==> src/rtl/vme_bus_master.sv <==
// vme_bus_master
// Single-outstanding initiator for the on-chip VME-style register bus.
// A command taken on the cmd interface becomes a one-cycle read or write
// strobe. The master then waits for the matching Done pulse, or gives up
// after TIMEOUT cycles, and presents the result on the rsp interface.
//
// Handshake rule for both cmd and rsp: a transfer happens on a rising edge
// where valid and ready are both 1. The producer holds valid and payload
// stable until that edge. valid never depends on ready.
module vme_bus_master #(
    parameter int ADDR_WIDTH = 2,
    parameter int DATA_WIDTH = 16,
    parameter int TIMEOUT    = 255
) (
    input  logic                    Clk,
    input  logic                    Rst,
    // command interface
    input  logic                    cmd_valid_i,
    output logic                    cmd_ready_o,
    input  logic                    cmd_write_i,
    input  logic [ADDR_WIDTH-1:0]   cmd_addr_i,
    input  logic [DATA_WIDTH-1:0]   cmd_wdata_i,
    // response interface
    output logic                    rsp_valid_o,
    input  logic                    rsp_ready_i,
    output logic [DATA_WIDTH-1:0]   rsp_rdata_o,
    output logic                    rsp_err_o,
    // bus side
    output logic [ADDR_WIDTH-1:1]   VMEAddr,
    output logic [DATA_WIDTH-1:0]   VMEWrData,
    output logic                    VMERdMem,
    output logic                    VMEWrMem,
    input  logic [DATA_WIDTH-1:0]   VMERdData,
    input  logic                    VMERdDone,
    input  logic                    VMEWrDone,
    // debug: current FSM state (0 IDLE, 1 STROBE, 2 WAIT, 3 RESP)
    output logic [1:0]              o_dbg_state
);

    localparam int CNT_W = $clog2(TIMEOUT + 1);
    localparam logic [CNT_W-1:0] CNT_LAST = CNT_W'(TIMEOUT - 1);

    typedef enum logic [1:0] {
        ST_IDLE   = 2'd0,
        ST_STROBE = 2'd1,
        ST_WAIT   = 2'd2,
        ST_RESP   = 2'd3
    } state_t;

    state_t                  r_state;
    state_t                  w_next;

    logic                    r_write;
    logic [ADDR_WIDTH-1:1]   r_addr;
    logic [DATA_WIDTH-1:0]   r_wdata;
    logic [CNT_W-1:0]        r_cnt;
    logic [DATA_WIDTH-1:0]   r_rsp_rdata;
    logic                    r_rsp_err;

    logic                    w_accept;
    logic                    w_done;
    logic                    w_expire;
    logic                    w_unused_addr_lsb;

    // Byte-address bit 0 has no meaning on a 16-bit word bus.
    assign w_unused_addr_lsb = cmd_addr_i[0];

    // Only the Done that matches the issued strobe counts.
    assign w_done   = r_write ? VMEWrDone : VMERdDone;
    assign w_expire = (r_cnt == CNT_LAST);

    // State register.
    always_ff @(posedge Clk) begin
        if (Rst) begin
            r_state <= ST_IDLE;
        end else begin
            r_state <= w_next;
        end
    end

    // Next-state decode and state-derived outputs.
    always_comb begin
        w_next      = r_state;
        w_accept    = 1'b0;
        cmd_ready_o = 1'b0;
        rsp_valid_o = 1'b0;
        VMERdMem    = 1'b0;
        VMEWrMem    = 1'b0;
        case (r_state)
            ST_IDLE: begin
                cmd_ready_o = !Rst;
                if (cmd_valid_i && !Rst) begin
                    w_accept = 1'b1;
                    w_next   = ST_STROBE;
                end
            end
            ST_STROBE: begin
                VMERdMem = !r_write;
                VMEWrMem = r_write;
                w_next   = ST_WAIT;
            end
            ST_WAIT: begin
                if (w_done || w_expire) begin
                    w_next = ST_RESP;
                end
            end
            ST_RESP: begin
                rsp_valid_o = 1'b1;
                if (rsp_ready_i) begin
                    w_next = ST_IDLE;
                end
            end
            default: begin
                w_next = ST_IDLE;
            end
        endcase
    end

    // Command capture, wait counter and response payload.
    always_ff @(posedge Clk) begin
        if (Rst) begin
            r_write     <= 1'b0;
            r_addr      <= '0;
            r_wdata     <= '0;
            r_cnt       <= '0;
            r_rsp_rdata <= '0;
            r_rsp_err   <= 1'b0;
        end else begin
            if (w_accept) begin
                r_write <= cmd_write_i;
                r_addr  <= cmd_addr_i[ADDR_WIDTH-1:1];
                r_wdata <= cmd_wdata_i;
            end

            // Counter saturates at CNT_LAST; leaving WAIT happens there anyway.
            if (r_state == ST_STROBE) begin
                r_cnt <= '0;
            end else if (r_state == ST_WAIT && !w_done && !w_expire) begin
                r_cnt <= r_cnt + 1'b1;
            end

            // Payload is written once, on the WAIT exit, and then held
            // through RESP.
            if (r_state == ST_WAIT) begin
                if (w_done) begin
                    r_rsp_err   <= 1'b0;
                    r_rsp_rdata <= r_write ? '0 : VMERdData;
                end else if (w_expire) begin
                    r_rsp_err   <= 1'b1;
                    r_rsp_rdata <= '0;
                end
            end
        end
    end

    assign VMEAddr     = r_addr;
    assign VMEWrData   = r_wdata;
    assign rsp_rdata_o = r_rsp_rdata;
    assign rsp_err_o   = r_rsp_err;
    assign o_dbg_state = r_state;

endmodule
==> config.mk <==
export PLATFORM = sky130hd
export DESIGN_NAME = vme_bus_master
export DESIGN_NICKNAME = d
export VERILOG_FILES = /design/src/rtl/vme_bus_master.sv
export SDC_FILE = /design/constraint.sdc
export NUM_CORES = 1
export LEC_CHECK = 0
export ABC_AREA = 1
export ABC_CLOCK_PERIOD_IN_PS = 1570
export BUFFER_PORTS_ARGS = -buffer_cell sky130_fd_sc_hd__buf_2
export CAP_MARGIN = 20
export CORE_MARGIN = 3
export CORE_UTILIZATION = 45
export CTS_BUF_LIST = sky130_fd_sc_hd__clkbuf_8
export DETAILED_ROUTE_END_ITERATION = 16
export PLACE_DENSITY_LB_ADDON = 0.12
export SLEW_MARGIN = 20
export SYNTH_ARGS = -nofsm -noshare
export SYNTH_HDL_FRONTEND = slang
export SYNTH_SLANG_ARGS = --single-unit
==> constraint.sdc <==
create_clock -name Clk -period 1.57 [get_ports Clk]
set_clock_uncertainty 0.05 [all_clocks]
set_input_delay 0.314 -clock Clk [delete_from_list [all_inputs] [get_ports Clk]]
set_output_delay 0.314 -clock Clk [all_outputs]
set_load 0.005 [all_outputs]
==> run summary, run 1 <==
The flow ran to the end, and the final reports show no timing, DRC or antenna violations. The arrival time at the worst endpoint is 1.15 ns, and the wire length on met2 is 2140 um. In this run the register-to-register setup slack is 0.08 ns. The tool flagged a number of max-cap violations equal to 0. In this run, synthesis produced a sequential element count of 45. After layout, the worst path uses 96.5% of the clock period. After synthesis, the mean cell area works out to 7.00 um^2. The signed area change from the synthesized netlist to the final layout was 31.7%; the number of input and output port buffers inserted was 79. The shortest clock period the worst path allows after layout was 1.52 ns; the cell area after layout was 2710 um^2.

The endpoint of the lowest-slack register-to-register path is r_cnt[0]. The number of cells on the worst reg-to-reg path is 9. The reported leakage power was 1.32 nW; the placed standard-cell area was 2580 um^2. For this configuration, the core starts out at a cell density of 49.0%. Derived from the worst setup path, the maximum achievable clock frequency is 660 MHz.

In the final layout, the share of cells above drive strength 1 is 31.8%. Summed over all nets, the switching power comes to 0.00125 W. The cell count after placement came out at 425. The die boundary width came out at 73.6 um. Number of enable-type register cells in the synthesized netlist: 0.

The detailed router put a total of 2280 um of wire on met1. Setup repair after global routing could not meet its margin everywhere. The switching part of the total power is 35.8%. The logs give 294 for the number of cells produced by synthesis and 2 for the total number of H-tree levels. The violation count after the first detailed-routing iteration is 70.

The maximum fanout count along the critical path is 4. Setup slack on the critical path of the routed design comes to 0.0546 ns. The top cell type by area accounts for 43.8% of the synthesized area. The largest net degree at the start of global routing was 36; the cell internal power dissipation was 0.00225 W. By count the netlist is led by sky130_fd_sc_hd__nand2_1 (99), sky130_fd_sc_hd__dfxtp_1 (45), sky130_fd_sc_hd__nor2_1 (40), sky130_fd_sc_hd__nand3_1 (25), sky130_fd_sc_hd__o21ai_0 (19).

Using the TritonRoute via totals, the vias-per-cell ratio works out to 4.74. The part of the Yosys area used for sequential elements was 43.8%. The CTS sink count was 45.

Uppermost metal layer occupied by signal nets: met4. Data on the critical path is required at its endpoint by 1.21 ns. For this run, the number of Yosys warnings is 0. The combinational group share of total power was 38.8%; the final number of hold-violating endpoints was 0. The category of the worst setup path capture point is an output pin. The die covers 5420 um^2. Yosys mapped the design onto 23 distinct sky130hd cell types. Summing every instance area after synthesis gives 2060 um^2. At the placement stage, the worst setup path has a slack of -0.0267 ns. For the final cell count without fillers, the log shows 434.

In the synthesized netlist the dominant register cell turns out to be sky130_fd_sc_hd__dfxtp_1. By area the synthesized netlist is led by sky130_fd_sc_hd__dfxtp_1 (44%), sky130_fd_sc_hd__nand2_1 (18%), sky130_fd_sc_hd__nor2_1 (7.3%). Clock-pin slew was measured on the worst setup and hold paths at 0.08 ns.

For the sequential fraction of design power, the log shows 41.9%. Setup violations remaining at the end of the flow were counted as 0. Summed over all nets, wire length on met3 after detailed routing comes to 380 um. For this run the aggregate overflow at the end of global routing stands at 0.

Measured on the finished design, the core utilization comes to 64.5%. Global routing consumed, over all layers together, 18.5% of the routing resources. The tree is rooted in a sky130_fd_sc_hd__clkbuf_8. The chip height came out at 73.6 um.

Buffers inserted during clock tree synthesis total 5. In the final routed layout, each cell accounts on average for 11.2 um. In this run the remaining antenna-violating nets after routing total 0. The logs give 2 for the buffer levels on the longest clock path and 431 for the number of nets in the layout. The dominant cell type by area after synthesis is sky130_fd_sc_hd__dfxtp_1. Pin placement for this block handled 81 I/O pins. Number of global-route vias before repair: 1847. Most repeated cell in the gate-level netlist after synthesis: sky130_fd_sc_hd__nand2_1. The share of async-settable or async-resettable flops after synthesis was 0%; the clock latency of the later-clocked register in the worst-skew pair was 0.29 ns.

The source of the worst register-to-register timing path was r_cnt[0]. STA classifies the critical path startpoint as a flip-flop. Counting every net in the synthesized netlist gives 342. Number of max-slew violations in the final report: 0. The type of the most critical hold path is in2reg.

Across the VDD grid, the largest voltage drop is 0.847 mV. The timing startpoint of the critical path is o_dbg_state[1]. Number of search-and-repair iterations in the first detailed-routing pass: 4.

TritonCTS built the clock tree. Capture point of the critical path: cmd_ready_o. The tools report the max-slew headroom at the worst pin as 67.4%. Summed over all layers, the routed wires come to 4860 um. The run gives 0 ns as the summed negative setup slack over all endpoints. Once detailed placement completed, the half-perimeter wirelength came to 3580 um. At the pin with the least slew margin, the transition time is 0.488 ns. The clock network power share was 19.3%; the diode insertion count for antenna repair was 0. The power density over cell area was 1290 nW/um^2; the global-route wire length before repair was 7890 um. The critical path is of the reg2out type.

The logs give 0 for the number of antenna violations at the first check in global routing and 23 for the site row count. The routed layout has 2055 vias. In the routed design, unresolved DRC markers number 0. Routability-driven placement finished with a final weighted congestion of 0.794. The tools report the area of the core as 4200 um^2.
==> cell families after synthesis <==
family | Yosys count | share of synthesized area [%]
xor gates and xnor gates | 3 | 1.28
and+or+nand+nor | 180 | 36.8
adders and majority gates | 7 | 4.26
DFF | 45 | 43.8
buffers and inverters | 29 | 5.96
AOI/OAI and AO/OA | 30 | 7.96
==> worst min path at each step <==
stage / start / endpoint / slack [ns] / cells past startpoint
5_1_grt: cmd_wdata_i[5] / VMEWrData[5] / 0.16 / 3
3_3_place_gp: rsp_rdata_o[14] / rsp_rdata_o[14] / 0.39 / 2
2_1_floorplan: Rst / r_write / 0.37 / 1
6_report: cmd_wdata_i[5] / VMEWrData[5] / 0.17 / 3
4_1_cts: cmd_wdata_i[3] / VMEWrData[3] / 0.16 / 3
3_5_place_dp: rsp_rdata_o[13] / rsp_rdata_o[13] / 0.40 / 2
==> repair_timing <==
item | CTS | global route
hold buffers | 0 | 0
gates resized for setup | 2 | 9
setup endpoints to repair | 19 | 28
buffers inserted | 0 | 1
gates cloned | 0 | 0
==> worst max-delay path, cell delays in order (launching register included) <==
cell and delay, ns:
sky130_fd_sc_hd__dfxtp_4 0.37, sky130_fd_sc_hd__inv_4 0.07, sky130_fd_sc_hd__ha_2 0.17, sky130_fd_sc_hd__inv_1 0.06, sky130_fd_sc_hd__nor2_1 0.07, sky130_fd_sc_hd__buf_2 0.12
==> stage by stage <==
stage	hold WS (ns)	total power [W]
2_1_floorplan	0.367	0.00224
3_3_place_gp	0.395	0.00275
3_5_place_dp	0.399	0.00278
4_1_cts	0.158	0.00346
5_1_grt	0.158	0.00378
6_report	0.165	0.00351
==> placed cells by master, fill, tap and decap left out, types with 2 or more instances in the layout <==
master,Yosys,final
sky130_fd_sc_hd__ha_1,7,5
sky130_fd_sc_hd__buf_2,2,79
sky130_fd_sc_hd__xnor2_1,2,2
sky130_fd_sc_hd__dfxtp_1,45,44
sky130_fd_sc_hd__nand2_4,1,2
sky130_fd_sc_hd__buf_4,1,11
sky130_fd_sc_hd__o21ai_0,19,19
sky130_fd_sc_hd__clkbuf_8,0,5
sky130_fd_sc_hd__buf_12,0,2
sky130_fd_sc_hd__nor2_4,1,2
sky130_fd_sc_hd__nand3_1,25,25
sky130_fd_sc_hd__nor2_2,11,11
sky130_fd_sc_hd__a21oi_1,9,9
sky130_fd_sc_hd__inv_1,17,17
sky130_fd_sc_hd__clkinv_2,0,2
sky130_fd_sc_hd__nand2_1,99,99
sky130_fd_sc_hd__nor2_1,40,39
==> per-layer routing <==
metal	global-route usage, %	vias up
li1	-	1093
met1	23.0	891
met2	29.8	64
met3	6.84	7
met4	5.63	0
met5	0	-
==> sequential cells by signal, summed over array words and instances, names as in the netlist <==
register	flops
rsp_rdata_o	16
r_write	1
VMEAddr	1
o_dbg_state	2
rsp_err_o	1
VMEWrData	16
r_cnt	8
==> power by group through the flow <==
stage / clock (W) / sequential [W] / combinational, W
final: 0.000676 / 0.00147 / 0.00136
after global routing: 0.000736 / 0.00150 / 0.00154
after CTS: 0.000695 / 0.00146 / 0.00131
after detailed placement: 0 / 0.00148 / 0.00130
after global placement: 0 / 0.00148 / 0.00127
after floorplan: 0 / 0.00151 / 0.000735
==> area by class of cell <==
| class | instances | area, um^2 |
|---|---|---|
| Clock buffer | 5 | 68.8 |
| Sequential cell | 45 | 905 |
| Timing Repair Buffer | 93 | 529 |
| Inverter | 18 | 70.1 |
| Tap cell | 50 | 62.6 |
| Multi-Input combinational cell | 220 | 1060 |
| Clock inverter | 3 | 13.8 |
| Fill cell | 395 | 1490 |
No activity file was read; power rests on OpenSTA's default activity.
==> run 2, diff against run 1 <==
--- a/config.mk
+++ b/config.mk
@@ -13,6 +13,7 @@
 export CORE_UTILIZATION = 45
 export CTS_BUF_LIST = sky130_fd_sc_hd__clkbuf_8
 export DETAILED_ROUTE_END_ITERATION = 16
+export MAX_ROUTING_LAYER = met4
 export PLACE_DENSITY_LB_ADDON = 0.12
 export SLEW_MARGIN = 20
 export SYNTH_ARGS = -nofsm -noshare
==> run 2 against run 1 <==
Flip-flop and latch count unchanged. Critical path type unchanged. Worst setup slack about the same. Core utilization unchanged. Final area unchanged. Register-to-register slack about the same.
==> run summary, run 2 (synthesis gave the netlist of run 1 again) <==
The violation count after the first detailed-routing iteration is 66 (-5.7%), and the overall power after layout is 0.00351 W (about the same). The site row count is 23 (unchanged), and the maximum cell stage delay along the critical path is 0.37 ns (about the same). TritonCTS built the clock tree. The tools report the number of search-and-repair iterations in the first detailed-routing pass as 5 (+1). The run gives 0 (unchanged) as the number of max-slew violations in the final report. The logs give 0 (unchanged) for the count of maximum capacitance violations and 19.3% (about the same) for the clock network power share. The slowest stage of the critical path is the sky130_fd_sc_hd__dfxtp_4 cell.

The mean number of vias per cell is 4.74 (about the same). The tools report the achievable frequency as 660 MHz (about the same). Final number of hold-violating endpoints: 0 (unchanged). STA classifies the critical path endpoint as an output pin. The initial cell density of the core is 49.0% (unchanged), and the endpoint required time on the critical path is 1.21 ns (about the same). The setup path with the least slack is of type reg2out. The measured slew at the worst slew-check pin came out at 0.489 ns (+0.00140 ns). The buffer levels on the longest clock path was 2 (unchanged); the pre-CTS setup slack was -0.0267 ns (unchanged). The combined buffer and inverter count along the critical path works out to 3 (unchanged). The worst setup path is launched from a flip-flop. The number of global-route vias before repair is 1846 (-0.054%), and the arrival time at the worst endpoint is 1.15 ns (about the same). Diode insertion count for antenna repair: 0 (unchanged).

The die boundary width is 73.6 um (unchanged), and the detailed-route DRC error count is 0 (unchanged). Walking the worst path, the cells encountered are inv_4 -> ha_2 -> inv_1 -> nor2_1 -> buf_2. The clock root buffer master was sky130_fd_sc_hd__clkbuf_8.

The final setup slack of the worst path came out at 0.0546 ns (+0.0000194 ns). The number of antenna-violating nets in the routed design was 0 (unchanged). The fraction of layout instances using a drive strength above 1 is 31.8% (unchanged), and the largest net degree at the start of global routing is 36 (unchanged). The combinational group share of total power is 38.8% (about the same), and the number of nets in the layout is 431 (unchanged). The clock buffer count from CTS is 5 (unchanged).

Leaving out fill and tap cells, the most frequent cells in the layout are sky130_fd_sc_hd__nand2_1 (99), sky130_fd_sc_hd__buf_2 (79), sky130_fd_sc_hd__dfxtp_1 (44), sky130_fd_sc_hd__nor2_1 (39), sky130_fd_sc_hd__nand3_1 (25). The max-slew headroom at the worst pin was 67.3% (-0.093 points); the setup-violating endpoint count in the final report was 0 (unchanged). The flow ran to the end, and the final reports show no timing, DRC or antenna violations. The number of antenna violations at the first check in global routing came out at 0 (unchanged). The tools report the reported leakage power as 1.32 nW (unchanged).

The CTS sink count is 45 (unchanged). Signed area change from the synthesized netlist to the final layout: 31.7% (unchanged). The worst-case vdd ir drop came out at 0.847 mV (about the same). The switching part of the total power was 35.8% (about the same). The run gives 4850 um (-0.33%) as the overall routed net length.

The run gives 2057 (+0.097%) as the total via count in the routed design. The shortest clock period the worst path allows after layout was 1.52 ns (-0.0000194 ns); the placed wire-length estimate was 3580 um (unchanged). The clock input transition at the sequential cells of the worst setup and hold paths was 0.08 ns (about the same).

The type of the most critical hold path is in2reg. The global-route congestion overflow total is 0 (unchanged). The share of the clock period used by the worst path after layout is 96.5% (about the same), and the total of fill cells in the finished design is 395 (unchanged). The run gives 0.00125 W (about the same) as the switching power.

The power density over cell area is 1290 nW/um^2 (about the same). The logs give 2 (unchanged) for the total number of H-tree levels and 0.29 ns (about the same) for the clock latency of the later-clocked register in the worst-skew pair. Broken down by cell family, the worst path's largest delay share belongs to flip-flops. The global-route wire length before repair is 7890 um (about the same), and the sequential fraction of design power is 41.9% (about the same).

The number of primary I/O pins is 81 (unchanged). The chip height was 73.6 um (unchanged); the detail-routed net length per standard cell was 11.2 um (-0.33%). The full die area came out at 5420 um^2 (unchanged). The run gives 19.1% (+0.53 points) as the total track usage.

The maximum fanout count along the critical path is 4 (unchanged). The number of input and output port buffers inserted came out at 79 (unchanged). Cell internal power dissipation: 0.00225 W (about the same). Most common cell after layout, fill and taps aside: sky130_fd_sc_hd__nand2_1. The area of the core came out at 4200 um^2 (unchanged).

Setup repair after global routing could not meet its margin everywhere. The final weighted congestion of routability-driven global placement came out at 0.805 (+1.4%).
-- run 2: power by group through the flow --
stage / clock [W] / combinational (W) / sequential (W)
finish: 0.000677 / 0.00136 / 0.00147
floorplan: 0 / 0.000735 / 0.00151
global placement: 0 / 0.00127 / 0.00148
detailed placement: 0 / 0.00130 / 0.00148
CTS: 0.000695 / 0.00131 / 0.00146
global route: 0.000736 / 0.00154 / 0.00150
-- run 2: routing by layer --
layer	wire, um	up-vias	track usage [%]	share of wire, %
li1	-	1093	-	-
met1	2280	892	23.5	47
met2	2150	65	29.8	44
met3	359	7	6.02	7.4
met4	60	0	5.63	1.2
met5	0	-	-	0
-- run 2: final timing paths --
| check | slack [ns] | endpoint | startpoint | depth (start not counted) |
|---|---|---|---|---|
| worst max register to register | 0.08 | r_cnt[0] | r_cnt[0] | 9 |
| worst min register to register | 0.42 | rsp_rdata_o[13] | rsp_rdata_o[13] | 2 |
| worst min-delay path | 0.17 | VMEAddr | cmd_addr_i[1] | 3 |
| worst max-delay path | 0.05 | cmd_ready_o | o_dbg_state[1] | 5 |
-- run 2: timing repair --
| item | CTS | global route |
|---|---|---|
| endpoints found under the setup margin | 19 | 28 |
| buffers inserted | 0 | 1 |
| pin swaps | 0 | 0 |
| hold buffers | 0 | 0 |
| resized for setup | 2 | 9 |
-- run 2: area by class of cell --
type | instances | area [um^2] | share of cell area [%]
sequential | 45 | 905 | 33.4
clock inverter | 3 | 13.8 | 0.508
multi-input combinational | 220 | 1060 | 39.2
timing repair buffer | 93 | 529 | 19.5
inverter | 18 | 70.1 | 2.58
clock buffer | 5 | 68.8 | 2.54
tap | 50 | 62.6 | 2.31
-- run 2: per-stage QoR --
stage	cell area, um^2	std cells	util, %	hold WS, ns	TNS [ns]
floorplan	2060	294	-	0.367	0
global placement	2580	425	61.5	0.395	0
detailed placement	2580	425	61.5	0.399	-0.129
CTS	2670	433	63.6	0.158	-0.0372
global route	2710	434	64.5	0.158	-0.0539
finish	2710	434	64.5	0.166	0
-- run 2: worst reg2reg max path, delay by kind of cell (launching register included) --
family / cells / cell delay, ns
DFF: 1 / 0.34
buffers and inverters: 2 / 0.23
AOI/OAI and AO/OA: 1 / 0.16
and+or+nand+nor: 5 / 0.41
adders and majority gates: 1 / 0.20
==> run 3, diff against run 2 <==
--- a/config.mk
+++ b/config.mk
@@ -9,6 +9,7 @@
 export ABC_CLOCK_PERIOD_IN_PS = 1570
 export BUFFER_PORTS_ARGS = -buffer_cell sky130_fd_sc_hd__buf_2
 export CAP_MARGIN = 20
+export CORE_ASPECT_RATIO = 1.75
 export CORE_MARGIN = 3
 export CORE_UTILIZATION = 45
 export CTS_BUF_LIST = sky130_fd_sc_hd__clkbuf_8
==> run 3 against run 2 <==
Non-clock buffer count up 5. Sequential share of layout area decreased by 1.6 points. Die area rose by 0.59%. Critical path type unchanged. Worst setup slack lost 0.037 ns.
==> run summary, run 3 (synthesis gave the netlist of run 1 again) <==
The run finished with clean final reports. The CTS sink count is 45 (unchanged). The run gives 2102 (+2.2%) as the total via count in the routed design.

The number of global-route vias before repair was 2003 (+8.5%); the arrival time at the worst endpoint was 1.19 ns (+0.04 ns). The max-slew headroom at the worst pin was 78.6% (+11 points). The endpoint identified for the worst register-to-register timing path is o_dbg_state[0].

The shortest clock period the worst path allows after layout is 1.55 ns (+0.0371 ns). The run gives 1.21 ns (about the same) as the endpoint required time on the critical path. In this run the worst setup path terminates at VMERdMem.

The logs give 0 (unchanged) for the number of antenna violations at the first check in global routing and 0 (unchanged) for the number of buffers added to fix hold violations after cts. The count of maximum capacitance violations came out at 0 (unchanged). In this run the worst hold path is classified as in2reg.

The category of the worst setup path capture point is an output pin. The run gives 0.11 ns (+0.03 ns) as the setup slack of the most critical reg-to-reg path. The cell sitting at the root of the clock tree is a sky130_fd_sc_hd__clkbuf_8. The tools report the setup-violating endpoint count in the final report as 0 (unchanged). The logs give 5 (unchanged) for the clock buffer count from CTS and 0 (unchanged) for the final number of hold-violating endpoints. The die boundary width came out at 57.1 um (-22%). Walking the worst path, the cells encountered are buf_6 -> inv_8 -> ha_4 -> inv_2 -> nor2_2 -> buf_2.

From synthesis to final layout, the design area changed by 38.1%. The run gives 8040 um (+1.8%) as the global-route wire length before repair. The power density over cell area came out at 1350 nW/um^2 (+4.7%). The share of the core filled with cells in the final layout was 66.6% (+2.1 points).

Critical path class: reg2out. Setup repair after global routing could not meet its margin everywhere. The total of fill cells in the finished design is 420 (+6.3%), and the placed wire-length estimate is 3520 um (-1.7%). For the number of nets in the layout, the log shows 436 (+1.2%). The detailed-route DRC error count came out at 0 (unchanged). The largest net degree at the start of global routing came out at 37 (+2.8%). The logs give 1.05 mV (+24%) for the worst-case vdd ir drop and 5450 um^2 (+0.59%) for the full die area. The clock input transition at the sequential cells of the worst setup and hold paths is 0.08 ns (about the same), and the fraction of layout instances using a drive strength above 1 is 35.7% (+4.0 points). Violation count after the first detailed-routing iteration: 74 (+12%). The tools report the number of search-and-repair iterations in the first detailed-routing pass as 4 (-1). The chip height was 95.5 um (+30%); the site row count was 31 (+35%). The logs give 0.878 (+9.0%) for the final weighted congestion of routability-driven global placement and 0 (unchanged) for the number of max-slew violations in the final report.

The initial cell density of the core was 48.2% (-0.75 points). The total number of H-tree levels was 2 (unchanged); the buffer levels on the longest clock path was 2 (unchanged). The slowest stage of the critical path is the sky130_fd_sc_hd__dfxtp_2 cell.

The overall routed net length came out at 4810 um (-0.64%). The diode insertion count for antenna repair is 0 (unchanged), and the maximum cell stage delay along the critical path is 0.33 ns (-0.04 ns). The number of cells on the worst reg-to-reg path came out at 10 (+1).

The number of primary I/O pins was 81 (unchanged). The achievable frequency is 644 MHz (-2.4%), and the detail-routed net length per standard cell is 11.0 um (-1.5%). Number of input and output port buffers inserted: 79 (unchanged). The most common cell after layout, fill and taps aside was sky130_fd_sc_hd__nand2_1. The mean number of vias per cell is 4.80 (+1.3%).

The total track usage was 18.9% (-0.13 points); the global-route congestion overflow total was 0 (unchanged). The element type at the critical path start was a flip-flop. The number of antenna-violating nets in the routed design is 0 (unchanged). TritonCTS built the clock tree.

In the layout the commonest cells are sky130_fd_sc_hd__nand2_1 (97), sky130_fd_sc_hd__buf_2 (79), sky130_fd_sc_hd__dfxtp_1 (44), sky130_fd_sc_hd__nor2_1 (37), sky130_fd_sc_hd__nand3_1 (24). The maximum fanout count along the critical path is 4 (unchanged), and the worst hold slack is 0.157 ns (-0.00875 ns). The share of the clock period used by the worst path after layout was 98.9% (+2.4 points); the clock latency of the later-clocked register in the worst-skew pair was 0.30 ns (about the same). In this run the critical register-to-register path is launched from r_cnt[0].

The measured slew at the worst slew-check pin is 0.321 ns (-0.168 ns), and the area of the core is 4270 um^2 (+1.5%). The timing startpoint of the critical path is o_dbg_state[1]. The reported leakage power was 1.36 nW (+2.9%).
run 3: what timing repair did:
item                       CTS  global route
setup buffers                2             2
pin swaps                    1             4
gates resized for setup     11            15
setup endpoints to repair    3            28
run 3: where the power goes:
| group | switching, W | internal (W) | leakage [nW] |
|---|---|---|---|
| registers | 0.000102 | 0.00135 | 0.368 |
| logic | 0.000815 | 0.000697 | 0.933 |
| clock network | 0.000373 | 0.000512 | 0.0626 |
| total | 0.00129 | 0.00256 | 1.36 |
run 3: worst min path at each step:
stage / start / end / slack [ns] / cells past startpoint
3_5_place_dp: rsp_rdata_o[7] / rsp_rdata_o[7] / 0.40 / 2
3_3_place_gp: rsp_rdata_o[4] / rsp_rdata_o[4] / 0.39 / 2
5_1_grt: cmd_wdata_i[9] / VMEWrData[9] / 0.15 / 3
2_1_floorplan: Rst / r_write / 0.37 / 1
6_report: cmd_wdata_i[2] / VMEWrData[2] / 0.16 / 3
4_1_cts: cmd_write_i / r_write / 0.15 / 3
run 3: area by class of cell:
class                      count  area [um^2]  area share, %
clock buffer                   6         82.6           2.90
clock inverter                 2         33.8           1.19
inverter                      18         78.8           2.77
multi-input combinational    220         1090           38.3
sequential                    45          902           31.7
tap                           49         61.3           2.16
timing repair buffer          98          596           21.0
run 3: per-stage QoR:
| stage | std cells | power [W] | setup slack (ns) | area [um^2] | setup TNS, ns |
|---|---|---|---|---|---|
| 3_5_place_dp | 426 | 0.00279 | 0.0155 | 2610 | 0 |
| 2_1_floorplan | 294 | 0.00224 | 0.0559 | 2060 | 0 |
| 6_report | 438 | 0.00385 | 0.0174 | 2840 | 0 |
| 5_1_grt | 438 | 0.00418 | -0.0673 | 2840 | -0.192 |
| 4_1_cts | 436 | 0.00380 | 0.00885 | 2780 | 0 |
| 3_3_place_gp | 426 | 0.00276 | 0.0331 | 2610 | 0 |
run 3: routing by layer:
layer	vias to the layer above	GRT usage, %	wire length [um]
li1	1106	-	-
met1	928	19.9	1940
met2	61	33.0	2510
met3	7	5.01	276
met4	0	8.12	82
met5	-	-	0
run 3: critical path: cells and delay by family, from the launching register on:
kind	cells	cell delay, ns
buffers and inverters	4	0.34
adder cells (fa/ha/maj)	1	0.14
AND/OR/NAND/NOR	1	0.08
flip-flops	1	0.33
